--- src/rtl/sc_config_pkg.sv ---
// Register map shared with the scan-converter config slave, plus the master FSM state type.
package sc_config_pkg;

  localparam logic [3:0] FE_STATUS      = 4'd0;
  localparam logic [3:0] FE_STATUS2     = 4'd1;
  localparam logic [3:0] HV_OUT_CONFIG  = 4'd2;
  localparam logic [3:0] HV_OUT_CONFIG2 = 4'd3;
  localparam logic [3:0] HV_OUT_CONFIG3 = 4'd4;
  localparam logic [3:0] XY_OUT_CONFIG  = 4'd5;
  localparam logic [3:0] XY_OUT_CONFIG2 = 4'd6;
  localparam logic [3:0] XY_OUT_CONFIG3 = 4'd7;
  localparam logic [3:0] SL_CONFIG      = 4'd8;
  localparam logic [3:0] SL_CONFIG2     = 4'd9;

  localparam int unsigned SC_DATA_W = 32;
  localparam int unsigned SC_ADDR_W = 4;

  typedef enum logic [1:0] {
    IDLE = 2'd0,
    WR   = 2'd1,
    RD0  = 2'd2,
    RD1  = 2'd3
  } sc_cfg_state_t;

endpackage

--- src/rtl/sc_cfg_prio_enc.sv ---
// Lowest-set-bit encoder over the pending-write mask.
// Latency: combinational.
// Backpressure: none, pure function of the mask.
module sc_cfg_prio_enc #(
  parameter int unsigned WIDTH = 8,
  parameter int unsigned IDX_W = 3
) (
  input  logic [WIDTH-1:0] mask,
  output logic [IDX_W-1:0] idx,
  output logic             idx_vld
);

  // Scan from the top so the lowest set bit is the last one to win.
  always_comb begin
    idx     = '0;
    idx_vld = 1'b0;
    for (int i = int'(WIDTH) - 1; i >= 0; i--) begin
      if (mask[i]) begin
        idx     = IDX_W'(i);
        idx_vld = 1'b1;
      end
    end
  end

endmodule

--- src/rtl/sc_config_master.sv ---
// Avalon-MM initiator: pending config-register writes plus status polling (SC_CFG_POLL_EN).
// Latency: update pulse -> write accepted in 2 cycles when the slave does not stall.
// Backpressure: request held stable while avm_waitrequest_n_i is low.
module sc_config_master
  import sc_config_pkg::*;
#(
  parameter int unsigned NUM_CFG_REGS  = 8,
  parameter int unsigned CFG_BASE_ADDR = 2,
  parameter int unsigned POLL_INTERVAL = 1024
) (
  input  logic                       clk_i,
  input  logic                       rst_n_i,
  input  logic [32*NUM_CFG_REGS-1:0] cfg_data_i,
  input  logic [NUM_CFG_REGS-1:0]    cfg_update_i,
  output logic                       busy_o,
  output logic [31:0]                fe_status_o,
  output logic [31:0]                fe_status2_o,
  output logic                       status_changed_o,
  output logic [3:0]                 avm_address_o,
  output logic [31:0]                avm_writedata_o,
  output logic [3:0]                 avm_byteenable_o,
  output logic                       avm_write_o,
  output logic                       avm_read_o,
  output logic                       avm_chipselect_o,
  input  logic [31:0]                avm_readdata_i,
  input  logic                       avm_waitrequest_n_i
);

  localparam int unsigned IDX_W = (NUM_CFG_REGS > 1) ? $clog2(NUM_CFG_REGS) : 1;

  sc_cfg_state_t             state_q, state_d;
  logic [NUM_CFG_REGS-1:0]   pending_q;
  logic [NUM_CFG_REGS-1:0]   clr_mask;
  logic [SC_ADDR_W-1:0]      addr_q, addr_d;
  logic [SC_DATA_W-1:0]      wdata_q, wdata_d;
  logic                      write_q, write_d;
  logic                      read_q, read_d;
  logic [IDX_W-1:0]          wr_idx_q, wr_idx_d;
  logic [IDX_W-1:0]          lo_idx;
  logic                      lo_vld;

  sc_cfg_prio_enc #(
    .WIDTH (NUM_CFG_REGS),
    .IDX_W (IDX_W)
  ) u_prio_enc (
    .mask    (pending_q),
    .idx     (lo_idx),
    .idx_vld (lo_vld)
  );

`ifdef SC_CFG_POLL_EN
  localparam int unsigned TMR_W = (POLL_INTERVAL > 1) ? $clog2(POLL_INTERVAL) : 1;

  logic [TMR_W-1:0]     tmr_q;
  logic                 tmr_wrap;
  logic                 poll_due_q;
  logic                 cap0;
  logic                 round_done;
  logic [SC_DATA_W-1:0] shadow0_q;
  logic [SC_DATA_W-1:0] status_q, status2_q;
  logic                 changed_q;
`endif

  // Next-state and next request registers; writes win only when IDLE.
  always_comb begin
    state_d  = state_q;
    addr_d   = addr_q;
    wdata_d  = wdata_q;
    write_d  = write_q;
    read_d   = read_q;
    wr_idx_d = wr_idx_q;
    clr_mask = '0;
`ifdef SC_CFG_POLL_EN
    cap0       = 1'b0;
    round_done = 1'b0;
`endif
    unique case (state_q)
      IDLE: begin
        if (lo_vld) begin
          state_d  = WR;
          addr_d   = SC_ADDR_W'(CFG_BASE_ADDR + 32'(lo_idx));
          wdata_d  = cfg_data_i[32*lo_idx +: 32];
          write_d  = 1'b1;
          wr_idx_d = lo_idx;
        end
`ifdef SC_CFG_POLL_EN
        else if (poll_due_q) begin
          state_d = RD0;
          addr_d  = FE_STATUS;
          read_d  = 1'b1;
        end
`endif
      end
      WR: begin
        if (avm_waitrequest_n_i) begin
          clr_mask[wr_idx_q] = 1'b1;
          write_d            = 1'b0;
          state_d            = IDLE;
        end
      end
`ifdef SC_CFG_POLL_EN
      RD0: begin
        if (avm_waitrequest_n_i) begin
          cap0    = 1'b1;
          addr_d  = FE_STATUS2;
          state_d = RD1;
        end
      end
      RD1: begin
        if (avm_waitrequest_n_i) begin
          round_done = 1'b1;
          read_d     = 1'b0;
          state_d    = IDLE;
        end
      end
`endif
      default: begin
        state_d = IDLE;
        write_d = 1'b0;
        read_d  = 1'b0;
      end
    endcase
  end

  always_ff @(posedge clk_i) begin
    if (!rst_n_i) begin
      state_q <= IDLE;
    end else begin
      state_q <= state_d;
    end
  end

  // A fresh update landing on the accept cycle keeps its bit set, so the register is rewritten.
  always_ff @(posedge clk_i) begin
    if (!rst_n_i) begin
      pending_q <= '0;
      addr_q    <= '0;
      wdata_q   <= '0;
      write_q   <= 1'b0;
      read_q    <= 1'b0;
      wr_idx_q  <= '0;
    end else begin
      pending_q <= (pending_q & ~clr_mask) | cfg_update_i;
      addr_q    <= addr_d;
      wdata_q   <= wdata_d;
      write_q   <= write_d;
      read_q    <= read_d;
      wr_idx_q  <= wr_idx_d;
    end
  end

`ifdef SC_CFG_POLL_EN
  assign tmr_wrap = (tmr_q == TMR_W'(POLL_INTERVAL - 1));

  // poll_due is sticky; a wrap while a round is already owed is simply dropped.
  always_ff @(posedge clk_i) begin
    if (!rst_n_i) begin
      tmr_q      <= '0;
      poll_due_q <= 1'b0;
      shadow0_q  <= '0;
      status_q   <= '0;
      status2_q  <= '0;
      changed_q  <= 1'b0;
    end else begin
      tmr_q      <= tmr_wrap ? '0 : tmr_q + TMR_W'(1);
      poll_due_q <= round_done ? 1'b0 : (poll_due_q | tmr_wrap);
      changed_q  <= 1'b0;
      if (cap0) begin
        shadow0_q <= avm_readdata_i;
      end
      if (round_done) begin
        status_q  <= shadow0_q;
        status2_q <= avm_readdata_i;
        changed_q <= (shadow0_q != status_q) || (avm_readdata_i != status2_q);
      end
    end
  end

  assign fe_status_o      = status_q;
  assign fe_status2_o     = status2_q;
  assign status_changed_o = changed_q;
  assign avm_read_o       = read_q;
`else
  logic unused_poll;
  assign unused_poll      = (^avm_readdata_i) ^ (POLL_INTERVAL == 0) ^ read_q;
  assign fe_status_o      = '0;
  assign fe_status2_o     = '0;
  assign status_changed_o = 1'b0;
  assign avm_read_o       = 1'b0;
`endif

  assign avm_address_o    = addr_q;
  assign avm_writedata_o  = wdata_q;
  assign avm_write_o      = write_q;
  assign avm_chipselect_o = write_q | avm_read_o;
  assign avm_byteenable_o = (write_q | avm_read_o) ? 4'hF : 4'h0;
  assign busy_o           = (|pending_q) | (state_q == WR);

endmodule
--- config.mk ---
export PLATFORM = sky130hd
export DESIGN_NAME = sc_config_master
export DESIGN_NICKNAME = d
export VERILOG_FILES = /design/src/rtl/sc_config_pkg.sv /design/src/rtl/sc_cfg_prio_enc.sv /design/src/rtl/sc_config_master.sv
export SDC_FILE = /design/constraint.sdc
export NUM_CORES = 1
export LEC_CHECK = 0
export ABC_AREA = 0
export BUFFER_PORTS_ARGS = -buffer_cell sky130_fd_sc_hd__buf_2
export CAP_MARGIN = 20
export CORE_AREA = 2 2 157 159
export CTS_CLUSTER_SIZE = 30
export DETAILED_ROUTE_END_ITERATION = 7
export DIE_AREA = 0 0 159 161
export PLACE_DENSITY = 0.46
export SLEW_MARGIN = 10
export SYNTH_ARGS = -nofsm -noshare
export SYNTH_HDL_FRONTEND = slang
export SYNTH_HIERARCHICAL = 1
export SYNTH_SLANG_ARGS = --single-unit
--- constraint.sdc ---
create_clock -name clk_i -period 2.3 [get_ports clk_i]
set_input_delay 0.46 -clock clk_i [delete_from_list [all_inputs] [get_ports clk_i]]
set_output_delay 0.46 -clock clk_i [all_outputs]
set_load 0.05 [all_outputs]
After elaboration in Yosys (flattened, before gate mapping)
Index checks and enable logic that the tools add are counted.
W data, S select, Z words.
Word-level totals
  bits in registers: 50
  bits in latches: 0
  bits in writable memories: 0
  ROM bits: 0
  input bits: 299
  memories: 0
Cells by class
  add/sub/neg operators: 1
  $mul: 0
  div/mod/pow operators: 0
  order comparisons: 2
  eq/ne operators: 3
  shift operators: 1
  mux-type cells: 27
  bitwise gates (word level): 4
  reduce and logical (&&, ||, !) cells: 5
Operator list (number)
  $shiftx A256 B9 Y32: 1
  $mux W3: 8
  $mux W8: 2
  $mux W1: 11
  $and A8 B8 Y8: 1
  $not A8 Y8: 1
  $or A8 B8 Y8: 1
  $reduce_or A8 Y1: 1
  $add A2 B3 Y4 const A: 1
  $lt A3 B4 Y1 const B: 1
  $mux W2: 2
  $mux W4: 1
  $ne A2 B2 Y1 const B: 2
  $pmux W2 S2: 1
  $reduce_and A2 Y1: 2
  $demux W1 S3: 1
  $ge A3 B1 Y1 const B: 1
  $eq A2 B1 Y1 const B: 1
  $logic_not A2 Y1: 1
  $pmux W1 S2: 1
  $logic_and A1 B1 Y1: 1
  $or A1 B1 Y1: 1

Longest topological paths before layout
  depth after elaboration: 10
  gate-level depth with buffers: 10

Modules after synthesis
The synthesis kept the hierarchy.
Modules (own cells, without submodules)
  sc_config_master: times used 1, cells each 502, area an instance 4340.4 um^2, seq. area each 940.9 um^2
  sc_cfg_prio_enc: times used 1, cells each 13, area an instance 80.1 um^2, seq. area each 0.0 um^2

Worst setup path after synthesis
No wires, ideal clock.
  path type: reg-to-reg
  start: register pending_q[2]
  end: register wdata_q[30] (netlist: avm_writedata_o[30])
  data arrival time: 1720 ps
  path slack: 463 ps
  stages on the path, launching flop included: 8
  path through: dfxtp_1 o41ai_1 nor2b_1 clkbuf_1 buf_2 a22oi_1 a21oi_1 nor2_1
On the way
  word-level cells in the longest chain between the ends: 4
  elaborated cells on any way between the ends: 8
Ends and longest elaborated chain
  start: declaration: RTL line sc_config_master.sv:32  | logic [NUM_CFG_REGS-1:0] pending_q;
  start signal: assignment: RTL line sc_config_master.sv:143  | pending_q <= (pending_q & ~clr_mask) | cfg_update_i;
  $mux W3 (3 in a row): RTL line sc_cfg_prio_enc.sv:18  | if (mask[i]) begin
  via lo_idx[0]: RTL line sc_config_master.sv:39  | logic [IDX_W-1:0] lo_idx;
  $shiftx A256 B9 Y32: RTL line sc_config_master.sv:82  | wdata_d = cfg_data_i[32*lo_idx +: 32];
  end signal: assignment: RTL line sc_config_master.sv:145  | wdata_q <= wdata_d;
  end: declaration: RTL line sc_config_master.sv:35  | logic [SC_DATA_W-1:0] wdata_q, wdata_d;
The timed path passes the listed nets, and every way through them passes these cells.
A chain may end at the register's enable or synchronous reset.

Worst setup path in the final report
  start: register pending_q[5]
  end: register wdata_q[26] (netlist: avm_writedata_o[26])
On the way
  word-level cells in the longest chain between the ends: 7
  elaborated cells on any way between the ends: 14
Ends and longest elaborated chain (RTL line)
  $mux W3 (6 in a row): sc_cfg_prio_enc.sv:18
  via lo_idx[1]: sc_config_master.sv:39
  $shiftx A256 B9 Y32: sc_config_master.sv:82
The timed path passes the listed nets, and every way through them passes these cells.

==> out/results.tsv <==
metric	value	unit
run_status	completed	
htree_num_levels	2	
cts_root_buf	clkbuf_16	
async_reset_ff_share	0	%
vias	4637	
total_power	3.802	mW
switching_share	44.11	%
detail_route.iter0.violations	158	
initial_antenna_violation_count	0	
placedInstanceArea	6107	sq um
signal_arrival_time_at_the_worst_endpoint	2.35	ns
net-switching-power	1.677	mW
p_seq_share	26.0	%
dieHeight	161	um
cp.buffers_inverters	2	
placed_cells_incl_taps	1129	
place.detailed.hpwl	13.23	mm
drt_first_pass_iters	4	
power_frac_clock	23.4	%
crit_family	compound AO/OA/AOI/OAI gates	
post_route_cells_drive_above_1_share	43.79	%
io_buffers	309	
whs_endpoint	pending_q[1]	
crit_path_max_incr_delay	0.36	ns
post_cts_resize_count	0	
floorplan.io_pins	408	
cts_buffer_count	5	
worst_pin_slew	0.8768	ns
rsz0062_at_grt	no	
grt_start_max_net_pins	48	
cts_tree	built	
clock-sinks	47	
leakagePower	3.059	nW
setup_tns	0	ns
area_delta_synth_final	42.06	%
final_util	26.21	%
ys_types	33	
synthesis.yosys.warnings	6	
post_synth_inst_count	515	
worstHoldStart	cfg_update_i[1]	
hold_path_class	primary input to register	
postCtsSetupBuffers	0	
cts_hold_repair.buffers	0	
fp.dieW	159	um
endpoint_kind	register	
critical_path_class	register to register	
critical_path.cell_chain	nor2_1 -> o21ai_0 -> a211oi_4 -> buf_12 -> buf_12 -> mux2i_1 -> a22oi_1 -> a21oi_1 -> nor2_1	
synthesis.area	4420	sq um
critical_path.reg2reg.startpoint	pending_q[5]	
globalRoute.totalOverflow	0	
route.detailed.drc	0	
drv_slew	0	
worst_reg2reg_path_length_in_cells	9	
portion_of_total_power_attributed_to_combinational_logic	50.7	%
post_drt_via_cell_ratio	4.078	
number_of_enable_flip_flop_cells_after_synthesis	0	
row_count	57	
cellPowerDensity	605.4	nW/um^2
critical-path-slowest-cell	dfxtp_1	
max-slew-margin-rel	41.42	%
fp.dieArea	25600	sq um
setup_viol_count_final	0	
shortest_clock_period_the_worst_path_allows_after_layout	2.163	ns
detail_route.wirelength	16.57	mm
cts-root-to-sink-buffers	2	
fin_nets	1112	
clkSlewWorstSetupHoldPaths	0.07	ns
reg2reg_capture_point	avm_writedata_o[26]	
ir_worst_vdd	0.0002298	V
fillCellCount	2665	
cp-start-kind	register	
avgSynthCellArea	8.583	sq um
timing.max_cap.violations	0	
global_route_wire_length_before_repair	25.19	mm
finalCritPeriodShare	94.04	%
synthFlopType	dfxtp_1	
coreArea	23960	sq um
internal-power	2.125	mW
initial_utilization	18.45	%
max_freq	462.3	MHz
finalWeightedCongestion	0.7378	
final.setup_skew	0.007975	ns
clk-insertion-delay-late	0.30	ns
register_area	940.9	sq um
final-hold-violation-count	0	
grt_pass1_vias	4684	
wl_per_cell	14.57	um
r2r_slack	0.14	ns
ys_ff_latch	47	
synth-seq-area-share	21.29	%
multi_input_comb_area	2890	sq um
grt_util_all_layers	12.40	%
antenna_cells	0	
min_path_cells	2	
post_layout_nonfiller_instances	1137	
worstPathRequired	2.49	ns
final_antenna_net_count	0	
final_cell_area	6280	sq um
path_max_fanout	22	
-- per-layer routing --
| layer | GRT usage [%] | vias to the layer above | share of wire [%] |
|---|---|---|---|
| li1 | - | 2336 | - |
| met1 | 15.03 | 2065 | 43 |
| met2 | 22.59 | 228 | 49 |
| met3 | 2.928 | 8 | 7.1 |
| met4 | 2.107 | 0 | 0.81 |
| met5 | 0 | - | 0 |
-- power groups by stage --
stage | clock (mW) | combinational (mW) | sequential (mW)
after floorplan | 0 | 1.16 | 1.31
after global placement | 0 | 1.94 | 1.00
after detailed placement | 0 | 1.95 | 1.01
after CTS | 0.955 | 1.95 | 0.988
after global routing | 0.984 | 2.08 | 1.00
final | 0.889 | 1.93 | 0.988
-- final cells by class --
class                           instances  area share, %
Multi-Input combinational cell        417          46.03
Clock buffer                            5          1.992
Tap cell                              324          6.455
Timing Repair Buffer                  340          29.73
Inverter                                1        0.05977
Clock inverter                          3         0.7571
Sequential cell                        47          14.98
-- how the worst max path moves through the flow --
stage / start / to / slack, ns / depth (start not counted)
floorplan: pending_q[2] / avm_writedata_o[30] / 0.46 / 7
global placement: pending_q[5] / avm_writedata_o[26] / 0.17 / 9
detailed placement: pending_q[5] / avm_writedata_o[26] / 0.13 / 9
CTS: pending_q[5] / avm_writedata_o[26] / 0.12 / 9
global route: pending_q[5] / avm_writedata_o[26] / 0.01 / 9
finish: pending_q[5] / avm_writedata_o[26] / 0.14 / 9
-- kinds of logic after synthesis --
logic type | count (synthesis) | share of synthesized area [%]
AO/OA/AOI/OAI | 157 | 22.90
adder cells (fa/ha/maj) | 1 | 0.2830
buffers and inverters | 116 | 19.90
flip-flops | 47 | 21.28
multiplexers | 128 | 28.98
other | 1 | 0.08483
AND/OR/NAND/NOR | 65 | 6.566
-- registers in the layout, summed over array words and instances (netlist names) --
register          count
wr_idx_q              2
avm_address_o         4
avm_chipselect_o      1
avm_writedata_o      32
pending_q             8
-- synthesized netlist by cell type (12+ instances only) --
library cell,instances,area [sq um]
clkbuf_1,12,45.04
a21oi_1,34,170.2
buf_4,74,555.5
nand2_1,12,45.04
a22oi_1,64,480.5
buf_2,14,70.07
o21a_1,14,105.1
mux2i_1,128,1281
nor2_1,36,135.1
o21ai_0,34,170.2
dfxtp_1,47,940.9
-- layout by cell type (no fill, tap or decap), drive strengths merged, types with 3 or more instances in the layout --
cell type,synthesis,layout
nor2b,5,5
nor4,3,3
a22oi,64,64
mux2i,128,128
a21oi,34,34
nand2,12,12
o21ai,34,34
a21boi,6,6
nor2,36,36
buf,100,340
conb,1,66
nand2b,4,4
o21a,14,14
clkbuf,15,5
dfxtp,47,47
-- metrics by stage --
step,hold slack (ns),setup WS [ns]
final,0.3640,0.1371
after detailed placement,0.4591,0.1298
after floorplan,0.4654,0.4628
after CTS,0.3497,0.1201
after global routing,0.3498,0.01296
after global placement,0.4525,0.1703
Note: power is estimated with default switching activity, not from simulation.
